**config.mk**
```make
export PLATFORM = sky130hd
export DESIGN_NAME = binary_bcd_behav_flat
export DESIGN_NICKNAME = d
export VERILOG_FILES = /design/src/rtl/bcd_pkg.sv /design/src/rtl/binary_bcd_behav_if.sv /design/src/rtl/binary_bcd_behav.sv /design/src/flat_wrapper.sv
export SDC_FILE = /design/constraint.sdc
export NUM_CORES = 1
export LEC_CHECK = 0
export CELL_PAD_IN_SITES_DETAIL_PLACEMENT = 1
export CELL_PAD_IN_SITES_GLOBAL_PLACEMENT = 1
export CORE_ASPECT_RATIO = 1.1
export CORE_MARGIN = 4
export CORE_UTILIZATION = 25
export DETAILED_ROUTE_END_ITERATION = 10
export PLACE_DENSITY_LB_ADDON = 0.1
export SLEW_MARGIN = 0
export SYNTH_ARGS = -nofsm -noshare
export SYNTH_HDL_FRONTEND = slang
export SYNTH_SLANG_ARGS = --single-unit
```
**constraint.sdc**
```tcl
create_clock -name CLOCK_50 -period 4.1 [get_ports CLOCK_50]
set_clock_uncertainty 0.1 [all_clocks]
set_input_delay 0.615 -clock CLOCK_50 [delete_from_list [all_inputs] [get_ports CLOCK_50]]
set_output_delay 0.615 -clock CLOCK_50 [all_outputs]
set_load 0.02 [all_outputs]
```
**src/rtl/bcd_pkg.sv**
```systemverilog
// Shared constants and types for the binary-to-BCD display path.
// Holds converter sizing, the overflow ceiling, FSM state encoding and the
// active-low seven-segment patterns (bit0 = segment a ... bit6 = segment g).
package bcd_pkg;

   localparam int unsigned DATA_W = 30;
   localparam int unsigned DIGITS = 9;
   localparam logic [DATA_W-1:0] MAX_VAL = DATA_W'(999_999_999);

   typedef enum logic {
      S_IDLE  = 1'b0,
      S_SHIFT = 1'b1
   } state_t;

   localparam logic [6:0] SEG_BLANK = 7'b1111111;
   localparam logic [6:0] SEG_0     = 7'b1000000;
   localparam logic [6:0] SEG_1     = 7'b1111001;
   localparam logic [6:0] SEG_2     = 7'b0100100;
   localparam logic [6:0] SEG_3     = 7'b0110000;
   localparam logic [6:0] SEG_4     = 7'b0011001;
   localparam logic [6:0] SEG_5     = 7'b0010010;
   localparam logic [6:0] SEG_6     = 7'b0000010;
   localparam logic [6:0] SEG_7     = 7'b1111000;
   localparam logic [6:0] SEG_8     = 7'b0000000;
   localparam logic [6:0] SEG_9     = 7'b0010000;

endpackage

```
**src/rtl/binary_bcd_behav_if.sv**
```systemverilog
// Converter bus: run request and binary value in, nine BCD digits plus
// done/overflow flags out.
//   master : drives enable/data, observes results
//   slave  : the converter
interface binary_bcd_behav_if;
   import bcd_pkg::*;

   logic              enable;
   logic [DATA_W-1:0] data;
   logic [3:0]        BCD0;
   logic [3:0]        BCD1;
   logic [3:0]        BCD2;
   logic [3:0]        BCD3;
   logic [3:0]        BCD4;
   logic [3:0]        BCD5;
   logic [3:0]        BCD6;
   logic [3:0]        BCD7;
   logic [3:0]        BCD8;
   logic              done;
   logic              overflow;

   modport master (
      output enable, data,
      input  BCD0, BCD1, BCD2, BCD3, BCD4, BCD5, BCD6, BCD7, BCD8,
      input  done, overflow
   );

   modport slave (
      input  enable, data,
      output BCD0, BCD1, BCD2, BCD3, BCD4, BCD5, BCD6, BCD7, BCD8,
      output done, overflow
   );

endinterface

```
**src/rtl/binary_bcd_behav.sv**
```systemverilog
// Sequential binary-to-BCD converter (double dabble, one input bit per clock).
//   CLOCK_50 : clock, rising edge
//   reset    : synchronous active-high reset
//   bus      : slave side of binary_bcd_behav_if
//              enable   - run request, conversions repeat while high
//              data     - binary value, sampled at the capture edge only
//              BCD0..8  - registered digits, BCD0 least significant
//              done     - one-cycle pulse when the digits have just updated
//              overflow - set when the converted value exceeded MAX_VAL
module binary_bcd_behav #(
   parameter int unsigned DATA_W = bcd_pkg::DATA_W,
   parameter int unsigned DIGITS = bcd_pkg::DIGITS
) (
   input logic              CLOCK_50,
   input logic              reset,
   binary_bcd_behav_if.slave bus
);

   localparam int unsigned ACC_W = 4 * DIGITS;
   localparam int unsigned CNT_W = $clog2(DATA_W + 1);
   localparam logic [ACC_W-1:0] ALL_NINES = {DIGITS{4'd9}};

   bcd_pkg::state_t   r_state, w_state_nx;
   logic [DATA_W-1:0] r_shift, w_shift_nx, w_shift_sh;
   logic [ACC_W-1:0]  r_acc, w_acc_nx, w_acc_adj, w_acc_sh;
   logic [CNT_W-1:0]  r_cnt, w_cnt_nx;
   logic              r_over, w_over_nx;
   logic [ACC_W-1:0]  r_bcd, w_bcd_nx;
   logic              r_done, w_done_nx;
   logic              r_overflow, w_overflow_nx;

   // Add-3 correction on every nibble that would exceed 9 after doubling
   for (genvar g = 0; g < DIGITS; g++) begin : g_adj
      assign w_acc_adj[4*g +: 4] = (r_acc[4*g +: 4] >= 4'd5) ? r_acc[4*g +: 4] + 4'd3
                                                            : r_acc[4*g +: 4];
   end

   // {accumulator, shift register} shifted left by one after correction
   assign w_acc_sh   = {w_acc_adj[ACC_W-2:0], r_shift[DATA_W-1]};
   assign w_shift_sh = {r_shift[DATA_W-2:0], 1'b0};

   // State register
   always_ff @(posedge CLOCK_50) begin
      if (reset) begin
         r_state    <= bcd_pkg::S_IDLE;
         r_shift    <= '0;
         r_acc      <= '0;
         r_cnt      <= '0;
         r_over     <= 1'b0;
         r_bcd      <= '0;
         r_done     <= 1'b0;
         r_overflow <= 1'b0;
      end else begin
         r_state    <= w_state_nx;
         r_shift    <= w_shift_nx;
         r_acc      <= w_acc_nx;
         r_cnt      <= w_cnt_nx;
         r_over     <= w_over_nx;
         r_bcd      <= w_bcd_nx;
         r_done     <= w_done_nx;
         r_overflow <= w_overflow_nx;
      end
   end

   // Next-state and output logic
   always_comb begin
      w_state_nx    = r_state;
      w_shift_nx    = r_shift;
      w_acc_nx      = r_acc;
      w_cnt_nx      = r_cnt;
      w_over_nx     = r_over;
      w_bcd_nx      = r_bcd;
      w_done_nx     = 1'b0;
      w_overflow_nx = r_overflow;

      case (r_state)
         bcd_pkg::S_IDLE: begin
            if (bus.enable) begin
               w_shift_nx = bus.data;
               w_acc_nx   = '0;
               w_cnt_nx   = CNT_W'(DATA_W);
               w_over_nx  = (bus.data > bcd_pkg::MAX_VAL);
               w_state_nx = bcd_pkg::S_SHIFT;
            end
         end
         bcd_pkg::S_SHIFT: begin
            if (!bus.enable) begin
               // Abort: previous results stay, no done pulse
               w_state_nx = bcd_pkg::S_IDLE;
            end else begin
               w_acc_nx   = w_acc_sh;
               w_shift_nx = w_shift_sh;
               w_cnt_nx   = r_cnt - CNT_W'(1);
               if (r_cnt == CNT_W'(1)) begin
                  // Final shift: publish all digits on this same edge
                  w_bcd_nx      = r_over ? ALL_NINES : w_acc_sh;
                  w_overflow_nx = r_over;
                  w_done_nx     = 1'b1;
                  w_state_nx    = bcd_pkg::S_IDLE;
               end
            end
         end
         default: w_state_nx = bcd_pkg::S_IDLE;
      endcase
   end

   assign bus.BCD0     = r_bcd[3:0];
   assign bus.BCD1     = r_bcd[7:4];
   assign bus.BCD2     = r_bcd[11:8];
   assign bus.BCD3     = r_bcd[15:12];
   assign bus.BCD4     = r_bcd[19:16];
   assign bus.BCD5     = r_bcd[23:20];
   assign bus.BCD6     = r_bcd[27:24];
   assign bus.BCD7     = r_bcd[31:28];
   assign bus.BCD8     = r_bcd[35:32];
   assign bus.done     = r_done;
   assign bus.overflow = r_overflow;

endmodule

```
**src/flat_wrapper.sv**
```systemverilog
// flat-port wrapper written by rule: the top's interface ports become plain ports
module binary_bcd_behav_flat 
#(
   parameter int unsigned DATA_W = bcd_pkg::DATA_W,
   parameter int unsigned DIGITS = bcd_pkg::DIGITS
)
  (CLOCK_50, reset, bus_enable, bus_data, bus_BCD0, bus_BCD1, bus_BCD2, bus_BCD3, bus_BCD4, bus_BCD5, bus_BCD6, bus_BCD7, bus_BCD8, bus_done, bus_overflow);
  binary_bcd_behav_if bus_i ();
  input logic CLOCK_50;
  input logic reset;
  input wire logic [$bits(bus_i.enable)-1:0] bus_enable;
  input wire logic [$bits(bus_i.data)-1:0] bus_data;
  output wire logic [$bits(bus_i.BCD0)-1:0] bus_BCD0;
  output wire logic [$bits(bus_i.BCD1)-1:0] bus_BCD1;
  output wire logic [$bits(bus_i.BCD2)-1:0] bus_BCD2;
  output wire logic [$bits(bus_i.BCD3)-1:0] bus_BCD3;
  output wire logic [$bits(bus_i.BCD4)-1:0] bus_BCD4;
  output wire logic [$bits(bus_i.BCD5)-1:0] bus_BCD5;
  output wire logic [$bits(bus_i.BCD6)-1:0] bus_BCD6;
  output wire logic [$bits(bus_i.BCD7)-1:0] bus_BCD7;
  output wire logic [$bits(bus_i.BCD8)-1:0] bus_BCD8;
  output wire logic [$bits(bus_i.done)-1:0] bus_done;
  output wire logic [$bits(bus_i.overflow)-1:0] bus_overflow;
  assign bus_i.enable = bus_enable;
  assign bus_i.data = bus_data;
  assign bus_BCD0 = bus_i.BCD0;
  assign bus_BCD1 = bus_i.BCD1;
  assign bus_BCD2 = bus_i.BCD2;
  assign bus_BCD3 = bus_i.BCD3;
  assign bus_BCD4 = bus_i.BCD4;
  assign bus_BCD5 = bus_i.BCD5;
  assign bus_BCD6 = bus_i.BCD6;
  assign bus_BCD7 = bus_i.BCD7;
  assign bus_BCD8 = bus_i.BCD8;
  assign bus_done = bus_i.done;
  assign bus_overflow = bus_i.overflow;
  binary_bcd_behav #(.DATA_W(DATA_W), .DIGITS(DIGITS)) u_core (.CLOCK_50(CLOCK_50), .reset(reset), .bus(bus_i));
endmodule
```
==> results of run 1 <==
==> metrics by stage <==
step,hold WS [ns],area [sq um],cells
final,0.377,6360,916
after global placement,0.356,6070,901
after floorplan,0.346,5140,609
after CTS,0.381,6360,916
after global routing,0.419,6360,916
after detailed placement,0.369,6070,901
==> sequential cells by signal, summed over array words and instances, names as in the netlist <==
name	cells
u_core.r_over	1
u_core.bus.done	1
u_core.bus.overflow	1
u_core.r_shift	30
u_core.r_cnt	5
u_core.r_state	1
u_core.r_acc	36
u_core.r_bcd	36
==> layout make-up <==
| cell class | instances | area (sq um) | share of cell area |
|---|---|---|---|
| multi-input combinational | 438 | 2680 | 0.422 |
| sequential | 111 | 2220 | 0.350 |
| timing repair buffer | 80 | 771 | 0.121 |
| tap | 252 | 315 | 0.0496 |
| clock buffer | 13 | 280 | 0.0441 |
| inverter | 20 | 75.1 | 0.0118 |
| clock inverter | 2 | 13.8 | 0.00216 |
==> report_power, final <==
| part | total (mW) | switching [mW] | leakage (nW) | internal [mW] |
|---|---|---|---|---|
| clock | 0.889 | 0.412 | 0.148 | 0.477 |
| combinational | 0.163 | 0.0904 | 1.33 | 0.0727 |
| sequential | 1.12 | 0.0168 | 0.903 | 1.10 |
| total | 2.17 | 0.520 | 2.38 | 1.65 |
==> logic make-up after synthesis <==
kind of cell | after synthesis | synth area share
AO/OA/AOI/OAI | 131 | 0.170
XOR/XNOR | 9 | 0.0153
adder cells (fa/ha/maj) | 20 | 0.0487
buffers and inverters | 60 | 0.0455
flip-flops | 111 | 0.432
multiplexers | 38 | 0.0743
AND/OR/NAND/NOR | 240 | 0.214
==> synthesized netlist by cell type <==
cell type	count	area, sq um
o21ai_0	15	75.1
nand4_1	3	18.8
a311oi_1	3	26.3
mux2_2	1	11.3
a211oi_1	31	233
dfxtp_1	111	2220
nor4_1	1	6.26
a22oi_1	18	135
o22ai_1	8	50.1
or4_1	1	7.51
and2_1	2	12.5
inv_1	20	75.1
buf_2	7	35.0
nand2b_1	22	138
a41o_1	1	10.0
nand4b_1	1	8.76
nand3_1	3	15.0
nor2_1	117	439
nor3b_1	2	15.0
nand3b_1	2	15.0
o41ai_2	1	16.3
xnor2_1	9	78.8
nor2b_1	21	131
nor4_2	1	12.5
nor4b_1	1	8.76
nor3_1	22	110
a2bb2oi_1	15	131
nand2_1	40	150
a21oi_1	39	195
buf_1	4	15.0
mux2i_1	37	370
ha_1	20	250
or4_4	1	11.3
clkbuf_1	29	109
==> worst min path at each step <==
stage	endpoint	startpoint	slack, ns	cells after the start
finish	u_core.r_shift[0]	u_core.r_shift[0]	0.38	2
global route	u_core.r_shift[0]	u_core.r_shift[0]	0.42	2
CTS	u_core.r_shift[0]	u_core.r_shift[0]	0.38	2
detailed placement	u_core.r_shift[0]	u_core.r_shift[0]	0.37	2
global placement	u_core.r_shift[0]	u_core.r_shift[0]	0.36	2
floorplan	u_core.r_shift[0]	u_core.r_shift[0]	0.35	2
==> routing by layer <==
metal	vias up	track usage
met3	13	0.0240
met4	0	0.0489
met5	-	0
li1	2204	-
met1	2105	0.175
met2	55	0.220
==> worst max-delay path, cell delays in order <==
cell	delay, ns
clkdlybuf4s50_1	0.45
or4_1	0.53
or4_4	0.44
nor4_2	0.35
o41ai_2	0.11
==> run metrics, run 1 <==
gr usage total=0.134; most frequent cells in the layout=117 x nor2_1, 110 x dfxtp_1, 68 x clkdlybuf4s50_1; DRT met1 WL=7090 um; TritonCTS clock tree=yes; post-DR wirelength/cell=between 15 and 20 um; post-detailed-route DRC marker count=0; R2R depth=8; area delta synth->final=23.8%; leak pwr=approximately 2.4 nW; Max IR drop VDD=0.201 mV; WL final=about 14,000 um; Setup Fix Bufs, Post-CTS=0; Slew @ Worst Pin=around 0.73 ns; commonest non-fill, non-tap cell in the layout=nor2_1; synth unique cells=34; Critical Path End Type=register; Placement Setup Slack=1.34 ns; Setup TNS Final=0 ns; Tcrit/Tclk final=0.575; initial antenna violation count=0; Pre-Repair DR Iteration Count=4; Slew HR=0.510; WL met3=about 390 um; Final WS setup=roughly 1.7 ns; gpl congestion=about 0.76; post-DP HPWL=around 10,000 um; Root Driver=clkbuf_16; Reg-to-Reg Start=u_core.r_cnt[1]; Tmin final=approximately 2.4 ns; # setup viols final=0; worst hold-check path type=register to register; Clock transition at path regs=0.07 ns; antenna diode count=0; total chip power=approximately 2.2 mW; kind of critical path=primary input to register; Top Metal Used=met4; #FFs+latches synth=roughly 110; io pins=71; cell area after synthesis=5140 sq um; largest net degree at the start of global routing=between 50 and 60; CP startpoint=bus_data[26]; flop2flop setup slack=approximately 1.8 ns; CTS resizes=0; status=complete, no violations; die area=22,900 sq um; met2 WL=6740 um; GR Overflow Total=0; first-pass GRT wire length=around 24,000 um; Hold Violations, Final=0; Antenna Nets Post-Route=0; fillers=approximately 2,300; Final Net Count=713; cts bufs inserted=9; DRT iter0 DRCs=218; Crit Path Max Fanout=3; fmax=424 MHz; Max clock buf depth=2; share of cells above drive strength 1=0.0482; Arr. time, crit path=approximately 2.5 ns; Hold-fix buffers, CTS=0; htree depth=3; vias in the first global route=roughly 4,600; Slew Limit Fails=0; syn_nets=around 660; row count=54; R2R Path End=u_core.r_bcd[21]; port buffer count=70; die height=158 um; Mean Syn Cell Area=about 8.4 sq um; Worst-Skew Late Latency=0.36 ns; end point of the critical path=u_core.r_over; synth warn=0; chip width=roughly 140 um; Critical Path RT=about 4.2 ns; vias per cell=4.78; sequential area share after synthesis=0.432; via count=4,377; Initial Util=0.257; power per cell area=342 nW/um^2; clk sinks=about 110; Core Area=around 20,000 sq um; max-cap check violation count=0; Final Core Density=0.318; Syn Inst Count=about 610; crit start category=primary input; RSZ-0062 raised after global routing=no
Note: power is estimated with default switching activity, not from simulation.
==> run 2: changes to the inputs <==
- clock period: 4.1 -> 2.3 ns (I/O delays scaled with it)
==> run 2 against run 1 <==
Wire length increased by 0.30%; combinational power increased by 85%; via count grew 2.3%; critical path depth stayed put; critical path type unchanged; cell count is 0.98% higher; core utilization rose by 0.50 points; first-iteration DRC count fell by 28%; total power rose by 86%.
==> run metrics, run 2 (same netlist as run 1, synthesis figures left out) <==
clk sinks=111 (unchanged); Setup Fix Bufs, Post-CTS=0 (unchanged); Pre-Repair DR Iteration Count=4 (unchanged); io pins=71 (unchanged); DRT iter0 DRCs=156 (was 218); # setup viols final=0 (unchanged); vias in the first global route=4,687 (was 4,635); Final Core Density=0.323 (was 0.318); gpl congestion=0.742 (was 0.765); Worst-Skew Late Latency=0.36 ns (about the same); largest net degree at the start of global routing=107 (was 55); Antenna Nets Post-Route=0 (unchanged); post-detailed-route DRC marker count=0 (unchanged); die area=22,900 sq um (unchanged); area delta synth->final=25.7% (was 23.8%); area of placed instances=6140 sq um (was 6070 sq um); gr usage total=0.133 (was 0.134); row count=54 (unchanged); Arr. time, crit path=2.15 ns (was 2.50 ns); RSZ-0062 raised after global routing=no (unchanged); Clock transition at path regs=0.07 ns (about the same); die height=158 um (unchanged); htree depth=3 (unchanged); Slew @ Worst Pin=0.600 ns (was 0.735 ns); port buffer count=70 (unchanged); vias per cell=4.84 (was 4.78); Hold-fix buffers, CTS=0 (unchanged); Max IR drop VDD=0.355 mV (was 0.201 mV); TritonCTS clock tree=yes (unchanged); Hold Violations, Final=0 (unchanged); status=complete, no violations (unchanged); Root Driver=clkbuf_16 (unchanged); Final Instance Area=6460 sq um (was 6360 sq um); post-DR wirelength/cell=15.7 um (was 15.8 um); fmax=~500 MHz; Tmin final=about 2 ns; CTS resizes=0 (unchanged); cts bufs inserted=9 (unchanged); Critical Path End Type=register (unchanged); kind of critical path=primary input to register (unchanged); chip width=145 um (unchanged); first-pass GRT wire length=24,200 um (was 24,300 um); Initial Util=0.257 (unchanged); Tcrit/Tclk final=0.873; top flop regs=u_core.r_acc x36, u_core.r_bcd x36, u_core.r_shift x30 (unchanged); most frequent cells in the layout=117 x nor2_1, 110 x dfxtp_1, 68 x clkdlybuf4s50_1 (unchanged); via count=4,479 (was 4,377); antenna diode count=0 (unchanged); worst hold-check path type=primary input to register (was register to register); Max clock buf depth=2 (unchanged); initial antenna violation count=0 (unchanged); GR Overflow Total=0 (unchanged); WL final=14,500 um (about the same); Crit Path Max Fanout=2 (was 3); Slew HR=0.600 (was 0.510); power per cell area=624 nW/um^2 (was 342 nW/um^2); crit start category=primary input (unchanged); max-cap check violation count=0 (unchanged); Critical Path RT=2.44 ns (was 4.24 ns); Setup TNS Final=0 ns (unchanged); post-DP HPWL=10,000 um (about the same); Slew Limit Fails=0 (unchanged); Final Net Count=721 (was 713); share of cells above drive strength 1=0.0594 (was 0.0482); Core Area=20,000 sq um (unchanged); commonest non-fill, non-tap cell in the layout=nor2_1 (unchanged); leak pwr=2.44 nW (was 2.38 nW)
## run 2: path summary, 6_finish.rpt
kind,startpoint,to,slack [ns],cells past startpoint
worst max-delay path,bus_data[26],u_core.r_over,0.29,5
worst min register to register,u_core.r_shift[0],u_core.r_shift[0],0.37,2
worst max register to register,u_core.r_cnt[0],u_core.r_bcd[16],0.38,7
worst min-delay path,reset,u_core.r_bcd[17],0.37,2
## run 2: area by class of cell
| class | instances | area, sq um |
|---|---|---|
| Clock buffer | 11 | 243 |
| Clock inverter | 5 | 78.8 |
| Fill cell | 2347 | 13500 |
| Inverter | 20 | 75.1 |
| Multi-Input combinational cell | 438 | 2680 |
| Sequential cell | 111 | 2220 |
| Tap cell | 252 | 315 |
| Timing Repair Buffer | 88 | 843 |
## run 2: stage by stage
step | power [mW] | std cells | worst slack, ns | hold slack [ns]
final | 4.03 | 925 | 0.293 | 0.373
after floorplan | 2.21 | 609 | 0.419 | 0.346
after global routing | 4.23 | 925 | 0.124 | 0.408
after global placement | 2.34 | 909 | -0.0510 | 0.356
after detailed placement | 2.35 | 909 | -0.106 | 0.367
after CTS | 4.12 | 925 | 0.288 | 0.380
## run 2: critical path, cell delays in order
cell	delay, ns
clkdlybuf4s50_1	0.41
or4_1	0.51
or4_4	0.45
nor4_2	0.32
o41ai_2	0.10
## run 2: where the power goes
part	switching, mW	internal (mW)	total, mW	leakage, nW
logic	0.163	0.139	0.301	1.38
clock network	0.749	0.987	1.74	0.160
registers	0.0291	1.97	2.00	0.903
total	0.941	3.09	4.03	2.44
## run 2: layer usage
| layer | GRT usage | routed length, um | part of all wire |
|---|---|---|---|
| met1 | 0.173 | 6970 | 0.48 |
| met2 | 0.224 | 6980 | 0.48 |
| met3 | 0.0192 | 341 | 0.024 |
| met4 | 0.0444 | 211 | 0.015 |
| met5 | 0 | 0 | 0 |
